`src/rtl/gray_counter_if.sv`:
```
// gray_counter_if: control inputs and registered count outputs of gray_counter
interface gray_counter_if #(parameter int WIDTH = 4);
  logic             en;
  logic             up_dn;
  logic             load;
  logic [WIDTH-1:0] load_bin;
  logic [WIDTH-1:0] gray;
  logic [WIDTH-1:0] bin;
  logic [WIDTH-1:0] toggle;
  logic             wrap;
  modport master (output en, up_dn, load, load_bin, input gray, bin, toggle, wrap);
  modport slave (input en, up_dn, load, load_bin, output gray, bin, toggle, wrap);
endinterface

```
`src/rtl/gray_counter.sv`:
```
// gray_counter: up/down binary count with registered Gray, binary, toggle and wrap outputs
module gray_counter #(parameter int WIDTH = 4) (
  input logic          clk,
  input logic          rst,
  gray_counter_if.slave bus
);
  localparam logic [WIDTH-1:0] one = 1;
  logic [WIDTH-1:0] b, b_n, g_n;
  logic             wrap_n;
  always_comb begin
    b_n    = bus.load ? bus.load_bin : bus.en ? (bus.up_dn ? b + one : b - one) : b;
    wrap_n = !bus.load && bus.en && (bus.up_dn ? &b : ~|b);
    g_n    = b_n ^ (b_n >> 1);
  end
  // hold leaves g_n equal to gray, so toggle clears without a special case
  always_ff @(posedge clk or posedge rst)
    if (rst) begin
      b          <= '0;
      bus.gray   <= '0;
      bus.toggle <= '0;
      bus.wrap   <= 1'b0;
    end else begin
      b          <= b_n;
      bus.gray   <= g_n;
      bus.toggle <= g_n ^ bus.gray;
      bus.wrap   <= wrap_n;
    end
  assign bus.bin = b;
endmodule

```
`src/flat_wrapper.sv`:
```
// flat-port wrapper written by rule: the top's interface ports become plain ports
module gray_counter_flat 
#(parameter int WIDTH = 4)
  (clk, rst, bus_en, bus_up_dn, bus_load, bus_load_bin, bus_gray, bus_bin, bus_toggle, bus_wrap);
  gray_counter_if #(.WIDTH(WIDTH)) bus_i ();
  input logic clk;
  input logic rst;
  input wire logic [$bits(bus_i.en)-1:0] bus_en;
  input wire logic [$bits(bus_i.up_dn)-1:0] bus_up_dn;
  input wire logic [$bits(bus_i.load)-1:0] bus_load;
  input wire logic [$bits(bus_i.load_bin)-1:0] bus_load_bin;
  output wire logic [$bits(bus_i.gray)-1:0] bus_gray;
  output wire logic [$bits(bus_i.bin)-1:0] bus_bin;
  output wire logic [$bits(bus_i.toggle)-1:0] bus_toggle;
  output wire logic [$bits(bus_i.wrap)-1:0] bus_wrap;
  assign bus_i.en = bus_en;
  assign bus_i.up_dn = bus_up_dn;
  assign bus_i.load = bus_load;
  assign bus_i.load_bin = bus_load_bin;
  assign bus_gray = bus_i.gray;
  assign bus_bin = bus_i.bin;
  assign bus_toggle = bus_i.toggle;
  assign bus_wrap = bus_i.wrap;
  gray_counter #(.WIDTH(WIDTH)) u_core (.clk(clk), .rst(rst), .bus(bus_i));
endmodule
```
`config.mk`:
```
export PLATFORM = sky130hd
export DESIGN_NAME = gray_counter_flat
export DESIGN_NICKNAME = d
export VERILOG_FILES = /design/src/rtl/gray_counter_if.sv /design/src/rtl/gray_counter.sv /design/src/flat_wrapper.sv
export SDC_FILE = /design/constraint.sdc
export NUM_CORES = 1
export LEC_CHECK = 0
export CAP_MARGIN = 30
export CELL_PAD_IN_SITES_DETAIL_PLACEMENT = 0
export CELL_PAD_IN_SITES_GLOBAL_PLACEMENT = 1
export CORE_MARGIN = 1
export CORE_UTILIZATION = 33
export CTS_BUF_LIST = sky130_fd_sc_hd__clkbuf_8
export DETAILED_ROUTE_END_ITERATION = 7
export MAX_ROUTING_LAYER = met4
export PLACE_DENSITY = 0.73
export SYNTH_ARGS = -nofsm -noshare
export SYNTH_HDL_FRONTEND = slang
export SYNTH_SLANG_ARGS = --single-unit
export TNS_END_PERCENT = 100
```
`constraint.sdc`:
```
create_clock -name clk -period 1.6 [get_ports clk]
set_input_delay 0.32 -clock clk [delete_from_list [all_inputs] [get_ports clk]]
set_output_delay 0.32 -clock clk [all_outputs]
set_load 0.01 [all_outputs]
```
==> qor.txt, run 1 <==
Status = complete, but fails checks
Violated checks = setup timing
Hold Violations, Final = 0
Largest net degree at the start of global routing = 13
RSZ-0062 raised after global routing = true
Arr. time, crit path = 1.92 ns
Skew final = 0.00257 ns
GRT Residual Overflow = 0
Final HPWL DP = 1070 µm
Peak fanout along the critical path = 3
DRT iter0 DRCs = 1
DRC = 0
Area contributors post-synth = dfrtp_1, xnor3_1, xnor2_1
Clk root buf = clkbuf_8
Die outline height = 48.9 µm
Fillers = 176
YS warnings = 0
Gr usage total = 0.135
Core Area = 2020 µm²
Syn Inst Count = 56
Site row count = 16
Placed instance area = 1050 µm²
Setup violations, final = 8
Clock Tree Buf Depth = 2
Final non-filler cell total = 123
Hold Slack = 0.379 ns
Worst-margin pin slew = 0.436 ns
WL final = 1340 µm
Critical path launch point type = flop
Post-layout min period = 1.76 ns
Commonest cells in the netlist = dfrtp_1, inv_1, buf_4, xnor2_1, xor2_1
Worst vdd ir = 855 µV
Setup CP Type = reg2reg
Die ar. = 2390 µm²
Leakage = 0.000534 µW
Critical path data required time = 1.76 ns
DRT Pass-1 Iters = 2
EDFF count, synth = 0
Vias in the first global route = 570
Multi-input logic area = 387 µm²
Via Count = 548
GR Util met2 = 0.234
Gpl congestion = 0.728
Worst hold path type = in2async
Starting Density = 0.358
GRT busiest layer = met2
Register area share after synthesis = 0.415
Final core utilization = 0.569
Crit end category = flop
First-pass GRT wire length = 2330 µm
CTS sink cnt = 12
CTS tree = built
# IOs = 22
Top cell type's share of synthesized area = 0.415
Yosys reg bits = 12
Final worst slack = -0.159 ns
Vias/cell = 4.46
Ant diodes = 0
Slew Limit Fails = 0
Storage element area = 303 µm²
Hold buffers post-CTS = 0
Post-Syn Nets = 68
Clk Latency, worst-skew pair = 0.24 ns
Die W = 48.9 µm
H-tree depth = 1
Final period util = 1.10
Global-route track usage on met1 = 0.143
Antenna-violating nets left = 0
CTS Buf Count = 3
Number of antenna violations at the first check in global routing = 0
Area leader, netlist = dfrtp_1
Cell count after placement = 115
Post-DR wirelength/cell = 10.9 µm
Fmax = 568 MHz
Power per cell area = 1310 nW/µm²
Most common cell in the netlist = dfrtp_1
Worst slew margin relative to its limit = 0.709
Layout cells sized above 1 = 0.385
CTS clk-pin slew, worst paths = 0.05 ns
Fin area = 1150 µm²
Count of different cell masters after synthesis = 30
Final nets = 109
Syn avg cell area = 12.9 µm²
Post-Syn Area = 724 µm²
Post-synth ARST share = 1.00
M3 GR Usage = 0.0280
Prevailing post-synth register cell = dfrtp_1
Max-cap violations = 0
Port Buffers = 21
Area grow syn2layout = 58.7%
==> report_power, final <==
part	leakage [µW]	internal [µW]	switching [µW]
combinational	0.000364	455	269
clock	0.0000288	217	107
sequential	0.000141	407	49.5
total	0.000534	1080	426
==> cell usage in the layout, fill, tap and decap left out, types with 3 or more instances in the layout <==
master            n
dfrtp_1          10
xor2_1            3
xnor2_1           3
dlygate4sd2_1     7
buf_4            17
clkdlybuf4s50_1  13
inv_1             4
clkbuf_8          4
==> per-layer routing <==
layer	wire length [µm]	vias up
met1	605	259
li1	-	274
met3	37	2
met2	692	13
met4	7	0
met5	0	-
==> worst paths after layout <==
check | from | to | slack, ns | cells past startpoint
setup / recovery | u_core.bus.bin[0]$_DFF_PP0_ | u_core.bus.toggle[0]$_DFF_PP0_ | -0.16 | 5
hold / removal | rst | u_core.bus.toggle[0]$_DFF_PP0_ | 0.38 | 2
setup reg to reg | u_core.bus.bin[0]$_DFF_PP0_ | u_core.bus.toggle[0]$_DFF_PP0_ | -0.16 | 5
hold reg to reg | u_core.bus.gray[0]$_DFF_PP0_ | u_core.bus.toggle[0]$_DFF_PP0_ | 0.46 | 1
max in group asynchronous | rst | u_core.bus.bin[0]$_DFF_PP0_ | 0.90 | 2
min in group clk | u_core.bus.gray[0]$_DFF_PP0_ | u_core.bus.toggle[0]$_DFF_PP0_ | 0.46 | 1
==> through the flow <==
stage / setup TNS [ns] / total power [µW] / setup WS [ns]
after floorplan: -0.510 / 834 / -0.157
after CTS: -0.687 / 1510 / -0.166
after global placement: -5.89 / 1160 / -0.672
final: -0.799 / 1510 / -0.159
after global routing: -1.38 / 1600 / -0.255
after detailed placement: -5.90 / 1170 / -0.668
==> worst max-delay path, stage by stage, from the launching register on <==
cell and delay, ns:
dfrtp_2 0.41, fa_2 0.43, mux2_4 0.28, mux2i_4 0.22, xor2_2 0.19, xor2_1 0.15
==> cells by family (layout without fill, tap and decap cells) <==
family | count (synthesis) | count (layout) | synth area share
mux | 4 | 4 | 0.0794
fa+ha+maj | 3 | 3 | 0.0622
flops | 12 | 12 | 0.415
xor+xnor | 9 | 9 | 0.157
buf+inv | 9 | 49 | 0.0725
compound gates | 7 | 7 | 0.0950
simple gates | 12 | 12 | 0.119
==> area by class of cell <==
class	instances	share of cell area
multi-input cells	35	0.336
repair buffers	40	0.307
flip-flops and latches	12	0.263
clock buffers	4	0.0479
well taps	27	0.0294
inverters	5	0.0163
==> registers in the layout, summed over array words and instances (netlist names) <==
signal and cells:
u_core.bus.toggle 4, u_core.bus.gray 3, u_core.bus.wrap 1, u_core.bus.bin 4
==> timing repair <==
action | in CTS | in global routing
pin swaps | 7 | 2
gates resized for setup | 13 | 1
endpoints found under the setup margin | 14 | 8
buffers inserted | 3 | 1
Note: power is estimated with default switching activity, not from simulation.
==> inputs of run 2 (changes only) <==
--- a/config.mk
+++ b/config.mk
@@ -8,12 +8,11 @@
 export CAP_MARGIN = 30
 export CELL_PAD_IN_SITES_DETAIL_PLACEMENT = 0
 export CELL_PAD_IN_SITES_GLOBAL_PLACEMENT = 1
-export CORE_MARGIN = 1
-export CORE_UTILIZATION = 33
-export CTS_BUF_LIST = sky130_fd_sc_hd__clkbuf_8
+export CORE_UTILIZATION = 32
 export DETAILED_ROUTE_END_ITERATION = 7
+export HOLD_SLACK_MARGIN = 0.12
 export MAX_ROUTING_LAYER = met4
-export PLACE_DENSITY = 0.73
+export PLACE_DENSITY = 0.71
 export SYNTH_ARGS = -nofsm -noshare
 export SYNTH_HDL_FRONTEND = slang
 export SYNTH_SLANG_ARGS = --single-unit
==> qor.txt, run 2 (synthesis results as in run 1) <==
Fillers = 181 (was 176)
Ant diodes = 0 (unchanged)
Most frequent cells in the layout = clkdlybuf4s50_1, buf_4, dfrtp_1 (was buf_4, clkdlybuf4s50_1, dfrtp_1)
CTS clk-pin slew, worst paths = 0.08 ns (was 0.05 ns)
Gr usage total = 0.146 (was 0.135)
Post-DR wirelength/cell = 12.8 µm (was 10.9 µm)
R2r endpoint = u_core.bus.toggle[0]$_DFF_PP0_ (unchanged)
Crit end category = flop (unchanged)
CP Cell Sequence = fa_2 > mux2_4 > mux2i_4 > buf_6 > xor2_4 > xor2_1 (was fa_2 > mux2_4 > mux2i_4 > xor2_2 > xor2_1)
DRT iter0 DRCs = 5 (was 1)
Commonest non-fill, non-tap cell in the layout = clkdlybuf4s50_1 (was buf_4)
Largest net degree at the start of global routing = 13 (unchanged)
H-tree depth = 1 (unchanged)
Starting Density = 0.355 (was 0.358)
Status = complete, but fails checks (unchanged)
Critical path data required time = 1.80 ns (was 1.76 ns)
Power per cell area = 1260 nW/µm² (was 1310 nW/µm²)
RSZ-0062 raised after global routing = true (unchanged)
Core Area = 2040 µm² (was 2020 µm²)
Worst vdd ir = 971 µV (was 855 µV)
Port Buffers = 21 (unchanged)
Storage element area = 303 µm² (unchanged)
Peak fanout along the critical path = 2 (was 3)
Die ar. = 2460 µm² (was 2390 µm²)
CTS Buf Count = 3 (unchanged)
GRT Residual Overflow = 0 (unchanged)
Post-layout min period = 1.80 ns (was 1.76 ns)
Area grow syn2layout = 68.4% (was 58.7%)
Arr. time, crit path = 2.00 ns (was 1.92 ns)
Clock Tree Buf Depth = 2 (unchanged)
Buf/Inv on CP = 1 (was 0)
Worst path slowest cell = fa_2 (unchanged)
Worst hold path type = in2async (unchanged)
Site row count = 16 (unchanged)
Multi-input logic area = 452 µm² (was 387 µm²)
Max incr delay on CP = 0.43 ns (about the same)
Skew final = 0.00549 ns (was 0.00257 ns)
Hold Violations, Final = 0 (unchanged)
CTS sink cnt = 12 (unchanged)
Setup CP Type = reg2reg (unchanged)
Layout cells sized above 1 = 0.454 (was 0.385)
Critical path's top delay family = multiplexers (unchanged)
Vias in the first global route = 570 (unchanged)
Clk Latency, worst-skew pair = 0.27 ns (was 0.24 ns)
Placed instance area = 1040 µm² (was 1050 µm²)
Die outline height = 49.6 µm (was 48.9 µm)
Max-cap violations = 0 (unchanged)
Fmax = 557 MHz (was 568 MHz)
Final HPWL DP = 1150 µm (was 1070 µm)
CTS tree = built (unchanged)
DRC = 0 (unchanged)
Worst slew margin relative to its limit = 0.703 (was 0.709)
Die W = 49.6 µm (was 48.9 µm)
Worst-margin pin slew = 0.445 ns (was 0.436 ns)
WL final = 1590 µm (was 1340 µm)
Leakage = 0.000549 µW (was 0.000534 µW)
R2R Path Start = u_core.bus.bin[0]$_DFF_PP0_ (unchanged)
Flop-to-flop setup slack = -0.20 ns (was -0.16 ns)
# IOs = 22 (unchanged)
Violated checks = setup timing (unchanged)
Critical path launch point type = flop (unchanged)
Clk root buf = clkbuf_4 (was clkbuf_8)
DRT Pass-1 Iters = 4 (was 2)
Slew Limit Fails = 0 (unchanged)
Antenna-violating nets left = 0 (unchanged)
Fin area = 1220 µm² (was 1150 µm²)
Gpl congestion = 0.763 (was 0.728)
Final nets = 110 (was 109)
Worst reg2reg path depth = 6 (was 5)
Final period util = 1.12 (was 1.10)
Final worst slack = -0.196 ns (was -0.159 ns)
Number of antenna violations at the first check in global routing = 0 (unchanged)
Hold Slack = 0.342 ns (was 0.379 ns)
Via Count = 557 (was 548)
Vias/cell = 4.49 (was 4.46)
Setup violations, final = 9 (was 8)
First-pass GRT wire length = 2560 µm (was 2330 µm)
## run 2: cell count changes in the layout (fill, tap and decap cells not counted), moves of 2 or more
cell and delta:
buf_4 -3, inv_2 +2, inv_1 -2, buf_6 +4, clkdlybuf4s50_1 +2, clkbuf_4 +3
dlygate4sd2_1 -2, clkbuf_8 -3
## run 2: cell type report
| cell class | count | share of cell area |
|---|---|---|
| flip-flops and latches | 12 | 0.248 |
| well taps | 27 | 0.0277 |
| clock buffers | 4 | 0.0297 |
| inverters | 5 | 0.0154 |
| multi-input cells | 35 | 0.370 |
| repair buffers | 41 | 0.309 |
## run 2: layer usage
layer  share of wire  routed length (µm)  global-route usage  up-vias
met5               0                   0                   -        -
met4          0.0063                  10              0.0429        0
met3           0.035                  56              0.0463        2
met2            0.53                 849               0.232       13
met1            0.42                 670               0.177      271
li1                -                   -                   -      271
## run 2: worst register-to-register path, stage by stage (launching register included)
cell	delay, ns
dfrtp_2	0.42
fa_2	0.43
mux2_4	0.28
mux2i_4	0.17
buf_6	0.15
xor2_4	0.14
xor2_1	0.14
## run 2: what timing repair did
action / in CTS / in global routing
gates resized for setup: 19 / 7
pin swaps: 4 / 4
hold buffers: 0 / 0
setup endpoints to repair: 15 / 12
setup buffers: 6 / 1
## run 2: metrics by stage
| stage | power (µW) | TNS (ns) | setup WS [ns] | std cells | util |
|---|---|---|---|---|---|
| after global routing | 1620 | -1.56 | -0.275 | 124 | 0.597 |
| final | 1540 | -0.937 | -0.196 | 124 | 0.597 |
| after global placement | 1160 | -5.84 | -0.658 | 114 | 0.512 |
| after detailed placement | 1170 | -6.09 | -0.733 | 114 | 0.512 |
| after floorplan | 834 | -0.510 | -0.157 | 56 | - |
| after CTS | 1500 | -1.08 | -0.223 | 124 | 0.581 |
## run 2: power breakdown
part | switching (µW) | internal (µW) | total (µW)
logic | 326 | 516 | 842
registers | 49.3 | 406 | 455
clock network | 99.5 | 138 | 238
## run 2: worst max path at each step
stage,cells past startpoint,endpoint,start
3_3_place_gp,7,u_core.bus.toggle[2]$_DFF_PP0_,bus_up_dn
2_1_floorplan,5,u_core.bus.toggle[1]$_DFF_PP0_,u_core.bus.bin[2]$_DFF_PP0_
4_1_cts,6,u_core.bus.toggle[0]$_DFF_PP0_,u_core.bus.bin[0]$_DFF_PP0_
5_1_grt,6,u_core.bus.toggle[0]$_DFF_PP0_,u_core.bus.bin[0]$_DFF_PP0_
3_5_place_dp,7,u_core.bus.toggle[1]$_DFF_PP0_,bus_up_dn
6_report,6,u_core.bus.toggle[0]$_DFF_PP0_,u_core.bus.bin[0]$_DFF_PP0_
